`src/rtl/ring_rot_pkg.sv`:
```
// Shared definitions for the register-ring rotator family.
// Holds the FSM state encoding, default geometry and the lane reset-value function.
package ring_rot_pkg;

    localparam int unsigned DEF_WIDTH  = 2;
    localparam int unsigned DEF_DEPTH  = 3;
    localparam int unsigned DEF_STEP_W = 4;

    typedef enum logic [1:0] {
        IDLE = 2'd0,
        ROT  = 2'd1,
        DONE = 2'd2
    } state_t;

    // Reset value of lane idx: (idx+1) mod 2^width.
    function automatic int unsigned lane_rst_val(input int unsigned idx, input int unsigned width);
        return 32'((64'(idx) + 64'd1) % (64'd1 << width));
    endfunction

endpackage

```
`src/rtl/ring_unrotate_if.sv`:
```
// Input word/step-count handshake and restored-word output handshake.
// master: producer/consumer side (testbench or surrounding logic).
// slave : the ring_unrotate block.
interface ring_unrotate_if #(
    parameter int unsigned WIDTH  = 2,
    parameter int unsigned DEPTH  = 3,
    parameter int unsigned STEP_W = 4
);
    logic                     in_valid;
    logic                     in_ready;
    logic [WIDTH*DEPTH-1:0]   in_data;
    logic [STEP_W-1:0]        in_steps;
    logic                     out_valid;
    logic                     out_ready;
    logic [WIDTH*DEPTH-1:0]   out_data;
    logic                     out_err;

    modport master (
        output in_valid, in_data, in_steps, out_ready,
        input  in_ready, out_valid, out_data, out_err
    );

    modport slave (
        input  in_valid, in_data, in_steps, out_ready,
        output in_ready, out_valid, out_data, out_err
    );
endinterface

```
`src/rtl/ring_lane_bank.sv`:
```
// DEPTH x WIDTH lane registers with parallel load and a one-step backward rotation.
// Ports: clk, rst (sync, active-low), load + load_data, step_back, lanes (packed, lane0 in LSBs).
module ring_lane_bank
    import ring_rot_pkg::*;
#(
    parameter int unsigned WIDTH = DEF_WIDTH,
    parameter int unsigned DEPTH = DEF_DEPTH
) (
    input  logic                   clk,
    input  logic                   rst,
    input  logic                   load,
    input  logic                   step_back,
    input  logic [WIDTH*DEPTH-1:0] load_data,
    output logic [WIDTH*DEPTH-1:0] lanes
);

    logic [WIDTH-1:0] lane_q [DEPTH];

    for (genvar g = 0; g < DEPTH; g++) begin : g_lane
        localparam int unsigned    NXT   = (g + 1) % DEPTH;
        localparam logic [WIDTH-1:0] RST_V = WIDTH'(lane_rst_val(g, WIDTH));

        // Backward step: each lane takes its upper neighbour, wrapping at the top.
        always_ff @(posedge clk) begin
            if (!rst) begin
                lane_q[g] <= RST_V;
            end else if (load) begin
                lane_q[g] <= load_data[g*WIDTH +: WIDTH];
            end else if (step_back) begin
                lane_q[g] <= lane_q[NXT];
            end
        end

        assign lanes[g*WIDTH +: WIDTH] = lane_q[g];
    end

endmodule

```
`src/rtl/ring_unrotate.sv`:
```
// Undoes k forward ring rotations by stepping the lanes backwards once per clock,
// then offers the restored word on a valid/ready output.
// Ports: clk, rst (sync, active-low), bus (ring_unrotate_if.slave: in_* accept side,
//        out_* restored-word side, out_err step-count error).
// Optional feature: RING_UNROT_STRICT_EN flags in_steps >= DEPTH as an error and
// passes the word through unrotated; otherwise steps are reduced modulo DEPTH.
module ring_unrotate
    import ring_rot_pkg::*;
#(
    parameter int unsigned WIDTH  = DEF_WIDTH,
    parameter int unsigned DEPTH  = DEF_DEPTH,
    parameter int unsigned STEP_W = DEF_STEP_W
) (
    input  logic          clk,
    input  logic          rst,
    ring_unrotate_if.slave bus
);

    localparam int unsigned REM_W = $clog2(DEPTH);

    state_t             state_q;
    state_t             state_nxt;
    logic [REM_W-1:0]   rem_q;
    logic [REM_W-1:0]   k;
    logic               step_err;
    logic               in_ready_c;
    logic               out_valid_c;
    logic               load;
    logic               step_back;
    logic               out_hs;
    logic [WIDTH*DEPTH-1:0] lanes;

    // Step count reduced modulo the ring size.
    assign k = REM_W'(bus.in_steps % STEP_W'(DEPTH));

`ifdef RING_UNROT_STRICT_EN
    logic err_q;

    assign step_err = (32'(bus.in_steps) >= DEPTH);

    // Error flag lives for one output word; cleared on its handshake.
    always_ff @(posedge clk) begin
        if (!rst) begin
            err_q <= 1'b0;
        end else if (load) begin
            err_q <= step_err;
        end else if (out_hs) begin
            err_q <= 1'b0;
        end
    end

    assign bus.out_err = err_q;
`else
    assign step_err    = 1'b0;
    assign bus.out_err = 1'b0;
`endif

    // State register.
    always_ff @(posedge clk) begin
        if (!rst) begin
            state_q <= IDLE;
        end else begin
            state_q <= state_nxt;
        end
    end

    // Next-state logic.
    always_comb begin
        state_nxt = state_q;
        case (state_q)
            IDLE: begin
                if (bus.in_valid) begin
                    state_nxt = ((k == '0) || step_err) ? DONE : ROT;
                end
            end
            ROT: begin
                if (rem_q == REM_W'(1)) begin
                    state_nxt = DONE;
                end
            end
            DONE: begin
                if (bus.out_ready) begin
                    state_nxt = IDLE;
                end
            end
            default: state_nxt = IDLE;
        endcase
    end

    // Output decode; in_ready is masked by reset so nothing is offered while held.
    always_comb begin
        in_ready_c  = 1'b0;
        out_valid_c = 1'b0;
        step_back   = 1'b0;
        case (state_q)
            IDLE:    in_ready_c  = rst;
            ROT:     step_back   = 1'b1;
            DONE:    out_valid_c = 1'b1;
            default: ;
        endcase
    end

    assign load   = bus.in_valid && in_ready_c;
    assign out_hs = out_valid_c && bus.out_ready;

    // Remaining backward steps; an erroneous word is never rotated.
    always_ff @(posedge clk) begin
        if (!rst) begin
            rem_q <= '0;
        end else if (load) begin
            rem_q <= step_err ? '0 : k;
        end else if (step_back) begin
            rem_q <= rem_q - REM_W'(1);
        end
    end

    ring_lane_bank #(
        .WIDTH (WIDTH),
        .DEPTH (DEPTH)
    ) u_bank (
        .clk       (clk),
        .rst       (rst),
        .load      (load),
        .step_back (step_back),
        .load_data (bus.in_data),
        .lanes     (lanes)
    );

    assign bus.in_ready  = in_ready_c;
    assign bus.out_valid = out_valid_c;
    assign bus.out_data  = lanes;

endmodule

```
`src/flat_wrapper.sv`:
```
// flat-port wrapper written by rule: the top's interface ports become plain ports
module ring_unrotate_flat import ring_rot_pkg::*;
#(
    parameter int unsigned WIDTH  = DEF_WIDTH,
    parameter int unsigned DEPTH  = DEF_DEPTH,
    parameter int unsigned STEP_W = DEF_STEP_W
)
  (clk, rst, bus_in_valid, bus_in_data, bus_in_steps, bus_out_ready, bus_in_ready, bus_out_valid, bus_out_data, bus_out_err);
  ring_unrotate_if #(.WIDTH(WIDTH), .DEPTH(DEPTH), .STEP_W(STEP_W)) bus_i ();
  input  logic clk;
  input  logic rst;
  input wire logic [$bits(bus_i.in_valid)-1:0] bus_in_valid;
  input wire logic [$bits(bus_i.in_data)-1:0] bus_in_data;
  input wire logic [$bits(bus_i.in_steps)-1:0] bus_in_steps;
  input wire logic [$bits(bus_i.out_ready)-1:0] bus_out_ready;
  output wire logic [$bits(bus_i.in_ready)-1:0] bus_in_ready;
  output wire logic [$bits(bus_i.out_valid)-1:0] bus_out_valid;
  output wire logic [$bits(bus_i.out_data)-1:0] bus_out_data;
  output wire logic [$bits(bus_i.out_err)-1:0] bus_out_err;
  assign bus_i.in_valid = bus_in_valid;
  assign bus_i.in_data = bus_in_data;
  assign bus_i.in_steps = bus_in_steps;
  assign bus_i.out_ready = bus_out_ready;
  assign bus_in_ready = bus_i.in_ready;
  assign bus_out_valid = bus_i.out_valid;
  assign bus_out_data = bus_i.out_data;
  assign bus_out_err = bus_i.out_err;
  ring_unrotate #(.WIDTH(WIDTH), .DEPTH(DEPTH), .STEP_W(STEP_W)) u_core (.clk(clk), .rst(rst), .bus(bus_i));
endmodule
```
`config.mk`:
```
export PLATFORM = sky130hd
export DESIGN_NAME = ring_unrotate_flat
export DESIGN_NICKNAME = d
export VERILOG_FILES = /design/src/rtl/ring_rot_pkg.sv /design/src/rtl/ring_unrotate_if.sv /design/src/rtl/ring_lane_bank.sv /design/src/rtl/ring_unrotate.sv /design/src/flat_wrapper.sv
export SDC_FILE = /design/constraint.sdc
export NUM_CORES = 1
export LEC_CHECK = 0
export BUFFER_PORTS_ARGS = -buffer_cell sky130_fd_sc_hd__buf_2
export CAP_MARGIN = 15
export CORE_MARGIN = 3
export CORE_UTILIZATION = 47
export DETAILED_ROUTE_END_ITERATION = 7
export HOLD_SLACK_MARGIN = 0.03
export PLACE_DENSITY = 0.78
export SYNTH_ARGS = -nofsm -noshare
export SYNTH_HDL_FRONTEND = slang
export SYNTH_SLANG_ARGS = --single-unit
```
`constraint.sdc`:
```
create_clock -name clk -period 2.29 [get_ports clk]
set_input_delay 0.1145 -clock clk [delete_from_list [all_inputs] [get_ports clk]]
set_output_delay 0.1145 -clock clk [all_outputs]
set_load 0.05 [all_outputs]
```
==> metrics.md <==
| Metric | Value |
|---|---|
| Total Power | 594 µW |
| Congestion Overflow GR | 0 |
| GRT Overall Usage | 17.2% |
| Syn nets | 93 |
| Cells after synthesis | 75 |
| First-pass GRT wire length | 2440 µm |
| Pin count of the biggest net entering global routing | 9 |
| TritonCTS clock tree | done |
| RD Place Congestion | 0.827 |
| Pins Over Slew Limit | 0 |
| Drt total wl | 1450 µm |
| Filler cells | 123 |
| Post-Place Cells | 109 |
| RSZ-0062 raised after global routing | no |
| Maximum clock path buffer count | 2 |
| H-tree Lvls | 1 |
| Post-cts gate resize count | 0 |
| Die area | 1930 µm² |
| Core Box Area | 1330 µm² |
| Drt drc | 0 |
| Fin crit share | 87.6% |
| Num rows | 13 |
| I/O pins | 23 |
| Worst Setup Path Type | in -> reg |
| FF+latch count, synth | 10 |
| Layout Cells excl Fill | 113 |
| Placed cell area | 790 µm² |
| Avg WL per Cell | 12.8 µm |
| First DRT Iteration DRCs | 7 |
| Number of global-route vias before repair | 609 |
| Mean area per synthesized cell | 9.03 µm² |
| Number of max-cap violations | 0 |
| Post-layout min period | 2010 ps |
| Most common cell after layout, fill and taps aside | buf_2 |
| Slowest-stage cell, CP | or2_2 |
| Layout area overhead | 20.5% |
| Top cells by area, synth | edfxtp_1 (27%), dfxtp_1 (12%), ha_1 (7.4%) |
| Post-CTS setup buffer count | 0 |
| Arr. time, crit path | 2160 ps |
| Design Area, Final | 816 µm² |
| Layout cells sized above 1 | 29.6% |
| Peak supply drop | 0.000434 V |
| Setup Skew | 2.88 ps |
| Max Freq | 0.499 GHz |
| Critical path capture point type | flip-flop |
| Status | finished clean |
| Antenna violations before repair | 0 |
| Peak fanout along the critical path | 4 |
| Chip width | 44.0 µm |
| Detailed placement HPWL | 1190 µm |
| Req. time, crit path | 2450 ps |
| Remaining antenna violation count | 0 |
| CP dominant cell by count | ha_1 |
| Critical path startpoint category | input port |
| Largest area contributor in the netlist | edfxtp_1 |
| Cell Chain, Critical Path | buf_2 > nand2b_1 > inv_1 > ha_1 > inv_1 > ha_1 > or2_2 > o21ai_1 > ha_1 > nor2_1 > mux2_2 > a32o_1 |
| CTS clk-pin slew, worst paths | 60 ps |
| Initial cell density of the core | 50.8% |
| TritonCTS buffer count | 3 |
| Post-synth top area share | 26.6% |
| Most frequent cells in the layout | buf_2 (21), nand2_1 (13), inv_1 (6), nor2_1 (6), edfxtp_1 (6) |
| CP max stage delay | 280 ps |
| Hold Crit Class | in -> reg |
| Clock root buffer master | clkbuf_4 |
| Hold Fails Final Rpt | 0 |
| Chip height | 44.0 µm |
| Port Buffers | 21 |
| 1st-pass router iterations | 4 |
| Final setup vio count | 0 |
| Final TNS setup | 0 ps |
| YS warnings | 0 |
| Post-Syn Area | 677 µm² |
| Vias per inst | 5.73 |
| Worst-Skew Late Latency | 270 ps |
| Count of cell types in the netlist | 31 |
| LEAKAGE | 0.349 nW |
| Seq/Total Area, Yosys | 38.4% |
| Final net count | 117 |
| Util after Layout | 61.2% |
| Num Clock Sinks | 10 |
| CTS Hold Bufs | 0 |
| Via count of the routed design | 648 |
| Power Density | 728 nW/µm² |
| N_diodes | 0 |
[cell usage after synthesis, drive strengths merged]
cell type and instances:
dfxtp 4, inv 6, nor2 6, nand4b 1, edfxtp 6, nor2b 2
a21oi 1, conb 1, a31oi 1, buf 1, clkbuf 1, a32oi 1
o21ai 4, o22ai 4, a21o 1, or2 1, nand2 13, a32o 2
a22oi 3, o2111a 1, nand2b 2, mux2 2, a22o 1, a211oi 1
nor3b 2, o211ai 1, or2b 1, a2111o 1, ha 4
[registers in the layout (all words and copies together) (netlist names)]
name	count
u_core.state_q	2
u_core.u_bank.lane_q	6
u_core.rem_q	2
[stage by stage]
step	setup slack (ps)	hold slack [ps]
finish	285	146
global route	175	147
CTS	288	146
detailed placement	5.67	418
global placement	114	412
floorplan	326	268
[kinds of logic after synthesis]
group	Yosys count	synth area share (%)
adder cells (fa/ha/maj)	4	7.39
other	1	0.554
buffers and inverters	8	4.99
flip-flops	10	38.4
AO/OA/AOI/OAI	22	24.8
AND/OR/NAND/NOR	28	20.5
multiplexers	2	3.33
[critical path, delay by kind of cell]
family | cells | cell delay [ps]
AND/OR/NAND/NOR | 3 | 530
buffers and inverters | 3 | 220
multiplexers | 1 | 270
AO/OA/AOI/OAI | 2 | 410
adder cells (fa/ha/maj) | 3 | 610
[where the power goes]
group | switching, mW | internal [mW] | leakage, nW
Clock | 0.0601 | 0.0674 | 0.0150
Combinational | 0.149 | 0.0772 | 0.246
Sequential | 0.0189 | 0.221 | 0.0886
Total | 0.228 | 0.365 | 0.349
[final timing paths]
check / from / to / slack, ps / cells after the start
setup / recovery: bus_in_steps[3] / u_core.rem_q[0] / 280 / 12
hold / removal: bus_in_data[0] / u_core.u_bank.lane_q[0][0] / 150 / 3
hold reg to reg: u_core.u_bank.lane_q[1][0] / u_core.u_bank.lane_q[0][0] / 590 / 2
setup reg to reg: u_core.state_q[0] / u_core.rem_q[0] / 970 / 4
[area by class of cell]
type	count	area (µm²)	share of cell area [%]
repair buffers	21	105	12.9
multi-input cells	57	383	46.9
clock buffers	4	26.3	3.22
flip-flops and latches	10	260	31.9
inverters	6	22.5	2.76
well taps	15	18.8	2.30
[routing by layer]
layer	global-route usage [%]	vias to the layer above	share of wire, %
met5	0	-	0
met4	5.42	0	0.69
met3	6.64	3	7.8
met2	31.1	24	52
met1	17.9	298	40
li1	-	323	-
(Power assumes the default switching activity.)
